`src/rtl/uart_receiver_if.sv`:
```
// Signal bundle between the UART receive stage (master) and the byte consumer (slave).
interface uart_receiver_if;
    logic       data_in_rx;
    logic [7:0] data_out;
    logic       rx_valid;
    logic       rx_ongoing;
    logic       frame_err;
    logic       parity_err;

    modport master (
        input  data_in_rx,
        output data_out,
        output rx_valid,
        output rx_ongoing,
        output frame_err,
        output parity_err
    );

    modport slave (
        output data_in_rx,
        input  data_out,
        input  rx_valid,
        input  rx_ongoing,
        input  frame_err,
        input  parity_err
    );
endinterface

```
`src/rtl/uart_receiver.sv`:
```
// UART receive stage: 8N1 by default, 8E1 with even-parity checking when
// UART_RX_PARITY_EN is defined. Samples each bit at its midpoint, LSB first.
module uart_receiver #(
    parameter int unsigned clock_per_bit = 50
) (
    input  logic            clk,
    input  logic            rst_n,
    uart_receiver_if.master rx_if
);

    localparam logic [15:0] FULL_M1 = 16'(clock_per_bit - 1);
    localparam logic [15:0] HALF_M1 = 16'((clock_per_bit / 2) - 1);

    typedef enum logic [2:0] {
        IDLE    = 3'd0,
        START   = 3'd1,
        DATA    = 3'd2,
        STOP    = 3'd3,
`ifdef UART_RX_PARITY_EN
        PARITY  = 3'd5,
`endif
        CLEANUP = 3'd4
    } state_t;

    state_t      state_q, state_d;
    logic        sync1_q, sync1_d;
    logic        rxs_q, rxs_d;
    logic        rxs_prev_q, rxs_prev_d;
    logic [15:0] cnt_q, cnt_d;
    logic [2:0]  bit_idx_q, bit_idx_d;
    logic [7:0]  shift_q, shift_d;
    logic [7:0]  data_out_q, data_out_d;
    logic        rx_valid_q, rx_valid_d;
    logic        frame_err_q, frame_err_d;
    logic        rx_ongoing_q, rx_ongoing_d;
    logic        par_bad;
`ifdef UART_RX_PARITY_EN
    logic        parity_bit_q, parity_bit_d;
    logic        parity_err_q, parity_err_d;
`endif

    // Even parity: XOR of the data bits and the received parity bit must be 0.
`ifdef UART_RX_PARITY_EN
    assign par_bad = (^shift_q) ^ parity_bit_q;
`else
    assign par_bad = 1'b0;
`endif

    always_comb begin
        sync1_d      = rx_if.data_in_rx;
        rxs_d        = sync1_q;
        rxs_prev_d   = rxs_q;
        state_d      = state_q;
        cnt_d        = cnt_q + 16'd1;
        bit_idx_d    = bit_idx_q;
        shift_d      = shift_q;
        data_out_d   = data_out_q;
        rx_valid_d   = 1'b0;
        frame_err_d  = 1'b0;
        rx_ongoing_d = 1'b0;
`ifdef UART_RX_PARITY_EN
        parity_bit_d = parity_bit_q;
        parity_err_d = 1'b0;
`endif

        case (state_q)
            IDLE: begin
                cnt_d     = 16'd0;
                bit_idx_d = 3'd0;
                // Only a true falling edge starts a frame; a line stuck low never re-triggers.
                if (rxs_prev_q && !rxs_q) begin
                    state_d = START;
                end
            end

            START: begin
                rx_ongoing_d = 1'b1;
                if (cnt_q == HALF_M1) begin
                    cnt_d   = 16'd0;
                    state_d = rxs_q ? IDLE : DATA;
                end
            end

            DATA: begin
                rx_ongoing_d = 1'b1;
                if (cnt_q == FULL_M1) begin
                    cnt_d              = 16'd0;
                    shift_d[bit_idx_q] = rxs_q;
                    bit_idx_d          = bit_idx_q + 3'd1;
                    if (bit_idx_q == 3'd7) begin
`ifdef UART_RX_PARITY_EN
                        state_d = PARITY;
`else
                        state_d = STOP;
`endif
                    end
                end
            end

`ifdef UART_RX_PARITY_EN
            PARITY: begin
                rx_ongoing_d = 1'b1;
                if (cnt_q == FULL_M1) begin
                    cnt_d        = 16'd0;
                    parity_bit_d = rxs_q;
                    state_d      = STOP;
                end
            end
`endif

            STOP: begin
                rx_ongoing_d = 1'b1;
                if (cnt_q == FULL_M1) begin
                    state_d     = CLEANUP;
                    frame_err_d = !rxs_q;
`ifdef UART_RX_PARITY_EN
                    parity_err_d = par_bad;
`endif
                    if (rxs_q && !par_bad) begin
                        data_out_d = shift_q;
                        rx_valid_d = 1'b1;
                    end
                end
            end

            CLEANUP: begin
                state_d = IDLE;
            end

            default: begin
                state_d = IDLE;
            end
        endcase
    end

    // The synchroniser resets to the idle (high) line level so reset release never looks like a start bit.
    always_ff @(posedge clk or negedge rst_n) begin
        if (!rst_n) begin
            state_q      <= IDLE;
            sync1_q      <= 1'b1;
            rxs_q        <= 1'b1;
            rxs_prev_q   <= 1'b1;
            cnt_q        <= 16'd0;
            bit_idx_q    <= 3'd0;
            shift_q      <= 8'h00;
            data_out_q   <= 8'h00;
            rx_valid_q   <= 1'b0;
            frame_err_q  <= 1'b0;
            rx_ongoing_q <= 1'b0;
`ifdef UART_RX_PARITY_EN
            parity_bit_q <= 1'b0;
            parity_err_q <= 1'b0;
`endif
        end else begin
            state_q      <= state_d;
            sync1_q      <= sync1_d;
            rxs_q        <= rxs_d;
            rxs_prev_q   <= rxs_prev_d;
            cnt_q        <= cnt_d;
            bit_idx_q    <= bit_idx_d;
            shift_q      <= shift_d;
            data_out_q   <= data_out_d;
            rx_valid_q   <= rx_valid_d;
            frame_err_q  <= frame_err_d;
            rx_ongoing_q <= rx_ongoing_d;
`ifdef UART_RX_PARITY_EN
            parity_bit_q <= parity_bit_d;
            parity_err_q <= parity_err_d;
`endif
        end
    end

    assign rx_if.data_out   = data_out_q;
    assign rx_if.rx_valid   = rx_valid_q;
    assign rx_if.frame_err  = frame_err_q;
    assign rx_if.rx_ongoing = rx_ongoing_q;
`ifdef UART_RX_PARITY_EN
    assign rx_if.parity_err = parity_err_q;
`else
    assign rx_if.parity_err = 1'b0;
`endif

endmodule
```
`src/flat_wrapper.sv`:
```
// flat-port wrapper written by rule: the top's interface ports become plain ports
module uart_receiver_flat 
#(
    parameter int unsigned clock_per_bit = 50
)
  (clk, rst_n, rx_if_data_in_rx, rx_if_data_out, rx_if_rx_valid, rx_if_rx_ongoing, rx_if_frame_err, rx_if_parity_err);
  uart_receiver_if rx_if_i ();
  input  logic clk;
  input  logic rst_n;
  input wire logic [$bits(rx_if_i.data_in_rx)-1:0] rx_if_data_in_rx;
  output wire logic [$bits(rx_if_i.data_out)-1:0] rx_if_data_out;
  output wire logic [$bits(rx_if_i.rx_valid)-1:0] rx_if_rx_valid;
  output wire logic [$bits(rx_if_i.rx_ongoing)-1:0] rx_if_rx_ongoing;
  output wire logic [$bits(rx_if_i.frame_err)-1:0] rx_if_frame_err;
  output wire logic [$bits(rx_if_i.parity_err)-1:0] rx_if_parity_err;
  assign rx_if_i.data_in_rx = rx_if_data_in_rx;
  assign rx_if_data_out = rx_if_i.data_out;
  assign rx_if_rx_valid = rx_if_i.rx_valid;
  assign rx_if_rx_ongoing = rx_if_i.rx_ongoing;
  assign rx_if_frame_err = rx_if_i.frame_err;
  assign rx_if_parity_err = rx_if_i.parity_err;
  uart_receiver #(.clock_per_bit(clock_per_bit)) u_core (.clk(clk), .rst_n(rst_n), .rx_if(rx_if_i));
endmodule
```
`config.mk`:
```
export PLATFORM = sky130hd
export DESIGN_NAME = uart_receiver_flat
export DESIGN_NICKNAME = d
export VERILOG_FILES = /design/src/rtl/uart_receiver_if.sv /design/src/rtl/uart_receiver.sv /design/src/flat_wrapper.sv
export SDC_FILE = /design/constraint.sdc
export NUM_CORES = 1
export LEC_CHECK = 0
export CAP_MARGIN = 0
export CORE_ASPECT_RATIO = 0.8
export CORE_MARGIN = 1.5
export CORE_UTILIZATION = 40
export CTS_BUF_LIST = sky130_fd_sc_hd__clkbuf_2 sky130_fd_sc_hd__clkbuf_4 sky130_fd_sc_hd__clkbuf_8
export DETAILED_ROUTE_END_ITERATION = 8
export PLACE_DENSITY = 0.7
export SYNTH_ARGS = -nofsm -noshare
export SYNTH_HDL_FRONTEND = slang
export SYNTH_SLANG_ARGS = --single-unit
```
`constraint.sdc`:
```
create_clock -name clk -period 1.9 [get_ports clk]
set_input_delay 0.19 -clock clk [delete_from_list [all_inputs] [get_ports clk]]
set_output_delay 0.19 -clock clk [all_outputs]
set_load 0.01 [all_outputs]
```
==> results.json, run 1 <==
{
  "final_cell_mix": "dfrtp_1, buf_4, a21oi_1, mux2_2, nand3_1",
  "crit_slowest_cell": "dfrtp_1",
  "drcViolationCount": 0,
  "firstDrtPassIters": 4,
  "r2r_start": "u_core.cnt_q[11]$_DFF_PN0_",
  "synth-compound-area-share": 0.0830,
  "reg2reg_to": "u_core.shift_q[3]$_DFFE_PN0P_",
  "drt_iter0_drc": 130,
  "drv_cap": 0,
  "die-area_um2": 6120,
  "grt_max_degree": 45,
  "grt_pass1_wl_mm": 7.08,
  "met1_usage": 0.232,
  "grt_antenna_before_repair": 0,
  "synthXorXnorAreaFrac": 0.0542,
  "max_slew.worst_pin.slew_ps": 540,
  "initial_core_util": 0.416,
  "setup_viol": 0,
  "slew_headroom": 0.640,
  "min_period_ps": 1850,
  "synthesis.area_um2": 2260,
  "grt_use_total": 0.150,
  "dp_hpwl_mm": 2.82,
  "final_nets": 234,
  "syn_area_per_cell_um2": 11.7,
  "hold_end": "u_core.rxs_d$_DFF_PN1_",
  "avgRoutedWirePerCell_um": 13.8,
  "core_um2": 5440,
  "synth_top_family_by_area": "simple AND/OR/NAND/NOR gates",
  "outcome": "complete, no violations",
  "port_buffers": 13,
  "fp.dieW_um": 87.1,
  "synth_flop_cell": "dfrtp_1",
  "critical_path_arrival_ps": 2030,
  "seq_area_frac_synth": 0.489,
  "fin_skew_ps": 5.71,
  "max_freq_ghz": 0.542,
  "place_ws_ps": 34.1,
  "r2r.worst_path.cells": 5,
  "grt_pass1_vias": 1447,
  "dr_total_vias": 1580,
  "required_ps": 2080,
  "setup_slack_ps": 53.8,
  "endpoint_kind": "register",
  "hold_violations": 0,
  "wl_mm": 4.22,
  "gp_congestion": 0.848,
  "clockBufferDepth": 2,
  "clkLatencyLatePin_ps": 300,
  "vdd_drop_max_uv": 634,
  "fin_crit_sh": 0.972,
  "hold_path_class": "input pin to register",
  "cts_buffers": 5,
  "fp.dieH_um": 70.2,
  "htreeDepth": 2,
  "synthArstFlopShare": 1.00,
  "yosys.area_share.simple": 0.206,
  "synthesis.nets": 202,
  "synth_fa_ha_area_frac": 0.0277,
  "cp-start-kind": "register",
  "synth-seq-cells": 44,
  "grt_overflow": 0,
  "path_clk_slew_ps": 80,
  "vias_per_cell": 5.18,
  "cellPowerDensity_nw_per_um2": 959,
  "hold_path_depth": 1,
  "postSynthCellCount": 194,
  "met2_usage": 0.200,
  "muxShareOfSynthArea": 0.0814,
  "ioPinCount": 15,
  "worst_hold_startpoint": "rx_if_data_in_rx",
  "crit_chain": "nor4_4 -> buf_4 -> nand4_4 -> nor4b_2 -> mux2_2",
  "worstPathMaxFanout": 6,
  "cts-root-buf": "clkbuf_8",
  "antenna_cells": 0,
  "yosysWarnings": 0,
  "tritoncts": "yes",
  "detail-route-antenna-nets": 0,
  "met3_usage": 0.0296,
  "slowest_delay_ps": 440,
  "holdWs_ps": 290,
  "fp-row-count": 24,
  "p_leak_uw": 0.00118,
  "drive_gt1_frac": 0.291,
  "final_common_cell": "dfrtp_1",
  "synth_edf_count": 0,
  "area_delta_synth_final_pct": 20.6,
  "critPathKind": "register to register",
  "r2r_slack_ps": 50,
  "fin_tns_setup_ps": 0,
  "slew_viol_final": 0,
  "clock-sinks": 44,
  "netlist-cell-type-count": 49,
  "busiest_layer": "met1"
}
report_power, final:
part	leakage, uW	switching (uW)	internal (uW)
logic	0.000531	434	363
clock network	0.0000586	310	404
registers	0.000587	82.5	1020
total	0.00118	827	1790
how the worst max path moves through the flow:
| stage | from | end | depth (start not counted) |
|---|---|---|---|
| global route | u_core.cnt_q[11]$_DFF_PN0_ | u_core.shift_q[3]$_DFFE_PN0P_ | 5 |
| detailed placement | u_core.cnt_q[1]$_DFF_PN0_ | u_core.shift_q[1]$_DFFE_PN0P_ | 6 |
| CTS | u_core.cnt_q[1]$_DFF_PN0_ | u_core.shift_q[1]$_DFFE_PN0P_ | 6 |
| finish | u_core.cnt_q[11]$_DFF_PN0_ | u_core.shift_q[3]$_DFFE_PN0P_ | 5 |
| global placement | u_core.cnt_q[6]$_DFF_PN0_ | u_core.shift_q[1]$_DFFE_PN0P_ | 4 |
| floorplan | u_core.cnt_q[6]$_DFF_PN0_ | u_core.shift_q[3]$_DFFE_PN0P_ | 4 |
cell families (layout without fill, tap and decap cells):
kind of cell	Yosys count	in the layout
AOI/OAI and AO/OA	27	27
other	1	1
adders and majority gates	5	5
DFF	44	44
muxes	16	16
buffers and inverters	20	53
and+or+nand+nor	67	67
xor gates and xnor gates	14	14
state kept, by name (all words and copies together), names as in the netlist:
register	flops
u_core.rxs_d	1
u_core.bit_idx_q	3
u_core.rxs_prev_d	1
u_core.rxs_prev_q	1
u_core.rx_if.rx_valid	1
u_core.state_q	3
u_core.rx_if.rx_ongoing	1
u_core.shift_q	8
u_core.rx_if.frame_err	1
u_core.rx_if.data_out	8
u_core.cnt_q	16
cells in the mapped netlist (2+ instances only):
cell	instances	area, um^2
a21oi_1	17	85.1
and3_1	2	12.5
and4_1	2	17.5
and4b_1	2	20.0
buf_4	4	30.0
clkbuf_8	2	27.5
dfrtp_1	41	1030
dfstp_2	3	78.8
ha_1	5	62.6
inv_1	8	30.0
mux2_2	15	169
nand2_1	6	22.5
nand3_1	13	65.1
nand4_1	8	50.1
nand4b_1	2	17.5
nor2_1	7	26.3
nor3_1	5	25.0
nor3b_1	2	15.0
nor4_1	6	37.5
nor4_4	2	42.5
o21ai_0	2	10.0
xnor2_1	10	87.6
xor2_1	4	35.0
worst max-delay path, delay by kind of cell (launching register included):
family        cells  cell delay, ps
buf+inv           1             200
flops             1             440
mux               1             360
simple gates      3             730
area by class of cell:
type / count / area [um^2]
Fill cell: 495 / 2710
Sequential cell: 44 / 1100
Multi-Input combinational cell: 130 / 1050
Timing Repair Buffer: 37 / 333
Tap cell: 78 / 97.6
Clock buffer: 6 / 76.3
Clock inverter: 2 / 35.0
Inverter: 8 / 30.0
metal layers:
layer,vias up,part of all wire
met5,-,0
met4,0,0.024
met3,10,0.031
met2,27,0.42
met1,769,0.52
li1,774,-
through the flow:
stage	total power, uW	util	instances	instance area (um^2)
2_1_floorplan	1630	-	194	2260
3_3_place_gp	1890	0.471	293	2560
3_5_place_dp	1910	0.471	293	2560
4_1_cts	2630	0.493	302	2680
5_1_grt	2750	0.502	305	2730
6_report	2620	0.502	305	2730
timing repair:
item                                    in CTS  in global routing
hold buffers                                 1                  0
endpoints found under the setup margin       0                 18
setup buffers                                0                  3
gates resized for setup                      0                  5
hold endpoints to repair                    41                  0
(Power assumes the default switching activity.)
==> inputs of run 2 (changes only) <==
Settings changed: ABC_CLOCK_PERIOD_IN_PS set to 1700, PLACE_DENSITY 0.7 to 0.68, RECOVER_POWER set to 25.
Clock period 1.9 ns to 1.7 ns, I/O delays scaled along.
==> run 2 against run 1 <==
  * The flow now finishes with violations (negative setup slack)
  * Via count grew 4.6%
  * Hold slack gained 78 ps
  * Non-clock buffer count grew 22
  * Die area is the same
  * Setup slack lost 160 ps
  * Global-route usage grew 0.91 points
  * Sequential power grew 13%
  * Maximum frequency grew 2.0%
  * First-iteration DRC count shrank 8.5%
  * Clock power shrank 2%
  * Critical endpoint unchanged
  * Highest routed layer unchanged
==> results.json, run 2 (synthesis results as in run 1) <==
{
  "final_cell_mix": "buf_4, dfrtp_1, a21oi_2",
  "final_common_cell": "buf_4",
  "worst_hold_startpoint": "u_core.rxs_d$_DFF_PN1_",
  "final_nets": 256,
  "die-area_um2": 6120,
  "wl_mm": 4.70,
  "ioPinCount": 15,
  "endpoint_kind": "register",
  "dp_hpwl_mm": 3.11,
  "slew_headroom": 0.187,
  "grt_use_total": 0.159,
  "cp-start-kind": "register",
  "vias_per_cell": 5.06,
  "violations": "negative setup slack",
  "tritoncts": "yes",
  "firstDrtPassIters": 4,
  "regMostFlops": "u_core.cnt_q",
  "stdcell_area_um2": 3090,
  "hold_path_class": "register to register",
  "drive_gt1_frac": 0.462,
  "htreeDepth": 2,
  "gp_congestion": 0.802,
  "area_delta_synth_final_pct": 36.5,
  "vdd_drop_max_uv": 597,
  "hold_violations": 0,
  "cellPowerDensity_nw_per_um2": 1060,
  "drcViolationCount": 0,
  "critical_path_arrival_ps": 1990,
  "grt_antenna_before_repair": 0,
  "max_slew.worst_pin.slew_ps": 1220,
  "drv_cap": 0,
  "grt_pass1_vias": 1542,
  "fp-row-count": 24,
  "hold_path_depth": 0,
  "holdWs_ps": 368,
  "dpl_cell_area_um2": 2710,
  "fin_skew_ps": 7.25,
  "stdcell_count": 327,
  "clock-sinks": 44,
  "dr_total_vias": 1653,
  "critPathKind": "register to register",
  "fp.dieW_um": 87.1,
  "grt_max_degree": 24,
  "clkLatencyLatePin_ps": 290,
  "clockBufferDepth": 2,
  "avgRoutedWirePerCell_um": 14.4,
  "grt_overflow": 0,
  "placed_cells": 309,
  "reg2reg_to": "u_core.shift_q[3]$_DFFE_PN0P_",
  "core_um2": 5440,
  "largest_reg_flops": 16,
  "required_ps": 1880,
  "r2r.worst_path.cells": 5,
  "min_period_ps": 1810,
  "rsz0062_at_grt": "yes",
  "outcome": "finished with violations",
  "r2r_start": "u_core.cnt_q[11]$_DFF_PN0_",
  "r2r_slack_ps": -110,
  "antenna_cells": 0,
  "initial_core_util": 0.416,
  "slew_viol_final": 0,
  "drt_iter0_drc": 119,
  "max_freq_ghz": 0.553,
  "fill_cells": 431,
  "fin_util": 0.568,
  "fin_crit_sh": 1.06,
  "worstPathMaxFanout": 6,
  "hold_end": "u_core.rxs_prev_d$_DFF_PN1_",
  "p_leak_uw": 0.00131,
  "fp.dieH_um": 70.2,
  "setup_slack_ps": -110,
  "cts-root-buf": "clkbuf_8",
  "port_buffers": 13,
  "setup_viol": 24,
  "cts_buffers": 5,
  "detail-route-antenna-nets": 0,
  "grt_pass1_wl_mm": 7.56,
  "path_clk_slew_ps": 90
}
run 2: final cells by class:
type | instances | area [um^2] | area share
multi-input cells | 130 | 1230 | 0.398
clock inverters | 1 | 7.51 | 0.00243
repair buffers | 59 | 527 | 0.171
inverters | 8 | 30.0 | 0.00973
flip-flops and latches | 44 | 1110 | 0.358
clock buffers | 7 | 90.1 | 0.0292
well taps | 78 | 97.6 | 0.0316
run 2: worst max-delay path by stage:
stage / startpoint / to / cells past startpoint / slack, ps
3_3_place_gp: u_core.cnt_q[1]$_DFF_PN0_ / u_core.shift_q[5]$_DFFE_PN0P_ / 6 / -40
3_5_place_dp: u_core.cnt_q[1]$_DFF_PN0_ / u_core.shift_q[1]$_DFFE_PN0P_ / 6 / -110
5_1_grt: u_core.cnt_q[11]$_DFF_PN0_ / u_core.shift_q[3]$_DFFE_PN0P_ / 5 / -180
4_1_cts: u_core.cnt_q[1]$_DFF_PN0_ / u_core.shift_q[1]$_DFFE_PN0P_ / 6 / -90
6_report: u_core.cnt_q[11]$_DFF_PN0_ / u_core.shift_q[3]$_DFFE_PN0P_ / 5 / -110
2_1_floorplan: u_core.cnt_q[9]$_DFF_PN0_ / u_core.shift_q[3]$_DFFE_PN0P_ / 4 / -70
run 2: per-stage QoR:
step | power [uW] | setup TNS, ps | setup slack [ps]
finish | 3260 | -1030 | -110
global route | 3410 | -3410 | -178
CTS | 2960 | -319 | -91.3
detailed placement | 2240 | -489 | -106
global placement | 2230 | -119 | -36.1
floorplan | 1840 | -291 | -73.2
run 2: power by group:
part / switching [uW] / internal, uW / leakage (uW)
Sequential: 96.5 / 1140 / 0.000586
Clock: 358 / 347 / 0.0000479
Combinational: 665 / 646 / 0.000673
run 2: layer usage:
| layer | share of wire | track usage |
|---|---|---|
| met1 | 0.55 | 0.251 |
| met2 | 0.42 | 0.218 |
| met4 | 0.0081 | 0.0484 |
| met3 | 0.026 | 0.0284 |
| met5 | 0 | 0 |
run 2: worst max-delay path, cell delays in order (launching register included):
cell and delay [ps]:
dfrtp_1 410, nor4_4 270, buf_4 190, nand4_4 190, nor4b_4 320, mux2_4 320
run 2: repair_timing:
action / in CTS / in global routing
resized for setup: 3 / 38
pin swaps: 2 / 11
gates cloned: 0 / 1
hold endpoints to repair: 18 / 0
endpoints found under the setup margin: 14 / 33
hold buffers: 1 / 0
setup buffers: 2 / 6
==> inputs of run 3 (changes only) <==
Settings changed: ABC_CLOCK_PERIOD_IN_PS 1700 to 1500, CAP_MARGIN 0 to 5, GPL_ROUTABILITY_DRIVEN set to 0, PLACE_DENSITY 0.68 to 0.7.
Clock period 1.7 ns to 1.5 ns, I/O delays scaled along.
==> run 3 against run 2 <==
  * The run still ends with negative setup slack left
  * Sequential power is 14% higher
  * Global-route usage is 1.9 points higher
  * Setup slack worse by 170 ps
  * Clock power is 30% higher
  * Sequential share of layout area is 0.13 points lower
  * Register-to-register slack worse by 170 ps
  * Clock-buffer cell count is 1 lower
  * Utilization is 0.14 points higher
  * Non-clock buffer count is 8 higher
  * First-iteration DRC count is 5.0% higher
  * Hold slack worse by 8.7 ps
==> results.json, run 3 (synthesis results as in run 1) <==
{
  "placed_cells": 321,
  "fin_skew_ps": 5.44,
  "detail-route-antenna-nets": 0,
  "switching_power_uw": 1210,
  "pwr-share-comb": 0.376,
  "dr_total_vias": 1757,
  "cts-root-buf": "clkbuf_8",
  "regMostFlops": "u_core.cnt_q",
  "final_nets": 264,
  "outcome": "finished with violations",
  "slew_viol_final": 0,
  "critical_path_arrival_ps": 1960,
  "rsz0062_at_grt": "yes",
  "grt_pass1_vias": 1685,
  "hold_path_depth": 0,
  "internal_power_uw": 2500,
  "hold_violations": 0,
  "dp_hpwl_mm": 3.41,
  "p_seq_frac": 0.378,
  "clkLatencyLatePin_ps": 290,
  "setup_slack_ps": -282,
  "reg2reg_to": "u_core.shift_q[3]$_DFFE_PN0P_",
  "antenna_cells": 0,
  "max_slew.worst_pin.slew_ps": 543,
  "wl_mm": 4.96,
  "initial_core_util": 0.416,
  "r2r_start": "u_core.cnt_q[11]$_DFF_PN0_",
  "stdcell_count": 335,
  "grt_use_total": 0.178,
  "grt_max_degree": 26,
  "hold_end": "u_core.rxs_prev_d$_DFF_PN1_",
  "drt_iter0_drc": 125,
  "setup_viol": 40,
  "grt_antenna_before_repair": 0,
  "hold_path_class": "register to register",
  "required_ps": 1680,
  "grt_overflow": 0,
  "core_um2": 5440,
  "tritoncts": "yes",
  "drv_cap": 0,
  "final_common_cell": "buf_4",
  "min_period_ps": 1780,
  "r2r.worst_path.cells": 5,
  "worstPathMaxFanout": 6,
  "p_leak_uw": 0.00135,
  "violations": "negative setup slack",
  "path_clk_slew_ps": 80,
  "ioPinCount": 15,
  "endpoint_kind": "register",
  "worst_hold_startpoint": "u_core.rxs_d$_DFF_PN1_",
  "cp-start-kind": "register",
  "fin_util": 0.569,
  "fp-row-count": 24,
  "grt_pass1_wl_mm": 8.47,
  "largest_reg_flops": 16,
  "drcViolationCount": 0,
  "slew_headroom": 0.638,
  "holdWs_ps": 359,
  "cellPowerDensity_nw_per_um2": 1200,
  "firstDrtPassIters": 4,
  "fin_crit_sh": 1.19,
  "clock-sinks": 44,
  "total_power_uw": 3710,
  "area_delta_synth_final_pct": 36.8,
  "r2r_slack_ps": -280,
  "max_freq_ghz": 0.561,
  "avgRoutedWirePerCell_um": 14.8,
  "power_frac_clock": 0.246,
  "fp.dieH_um": 70.2,
  "vias_per_cell": 5.24,
  "clockBufferDepth": 2,
  "switching_share": 0.326,
  "die-area_um2": 6120,
  "critPathKind": "register to register",
  "fp.dieW_um": 87.1,
  "cts_buffers": 5,
  "final_cell_mix": "buf_4, dfrtp_1, nand3_1, mux2_2, clkdlybuf4s50_1",
  "drive_gt1_frac": 0.451,
  "vdd_drop_max_uv": 560,
  "htreeDepth": 2,
  "port_buffers": 13
}
run 3: worst max path at each step:
| stage | slack, ps | cells past startpoint | from | to |
|---|---|---|---|---|
| floorplan | -270 | 4 | u_core.cnt_q[9]$_DFF_PN0_ | u_core.shift_q[3]$_DFFE_PN0P_ |
| global placement | -240 | 6 | u_core.cnt_q[1]$_DFF_PN0_ | u_core.shift_q[5]$_DFFE_PN0P_ |
| detailed placement | -310 | 6 | u_core.cnt_q[1]$_DFF_PN0_ | u_core.shift_q[1]$_DFFE_PN0P_ |
| CTS | -310 | 5 | u_core.cnt_q[11]$_DFF_PN0_ | u_core.shift_q[3]$_DFFE_PN0P_ |
| global route | -350 | 6 | u_core.cnt_q[1]$_DFF_PN0_ | u_core.shift_q[3]$_DFFE_PN0P_ |
| finish | -280 | 5 | u_core.cnt_q[11]$_DFF_PN0_ | u_core.shift_q[3]$_DFFE_PN0P_ |
run 3: cell type report:
cell class / count / area, um^2
Timing Repair Buffer: 67 / 582
Clock buffer: 6 / 76.3
Tap cell: 78 / 97.6
Sequential cell: 44 / 1100
Multi-Input combinational cell: 130 / 1170
Inverter: 8 / 30.0
Clock inverter: 2 / 35.0
Fill cell: 434 / 2340
run 3: per-stage QoR:
step / instance area (um^2) / setup WS [ps] / TNS [ps]
after global routing: 3090 / -352 / -10960
final: 3090 / -282 / -7930
after global placement: 2830 / -235 / -5670
after CTS: 3030 / -311 / -7570
after floorplan: 2310 / -273 / -5980
after detailed placement: 2830 / -311 / -7200
run 3: power groups by stage:
stage               sequential, uW  combinational, uW  clock (uW)
floorplan                     1390                769           0
global placement              1410               1230           0
detailed placement            1410               1260           0
CTS                           1400               1330         941
global route                  1420               1510         986
finish                        1410               1400         912
run 3: layer usage:
metal,global-route usage,vias to the layer above,part of all wire
met5,0,-,0
met4,0.0430,0,0.013
met3,0.0343,7,0.040
met2,0.263,41,0.46
met1,0.268,879,0.48
li1,-,830,-
run 3: worst max-delay path, cell delays in order (launching register included):
cell	delay, ps
dfrtp_1	410
nor4_4	300
buf_4	190
nand4_4	140
nor4b_2	260
mux2_2	360
run 3: repair_timing:
item                                    4_1_cts  5_1_grt
cloned                                        0        0
hold endpoints to repair                     16        0
resized for setup                            12       11
endpoints found under the setup margin       38       40
pin swaps                                     7        6
hold buffers                                  1        0
buffers inserted                              3        3
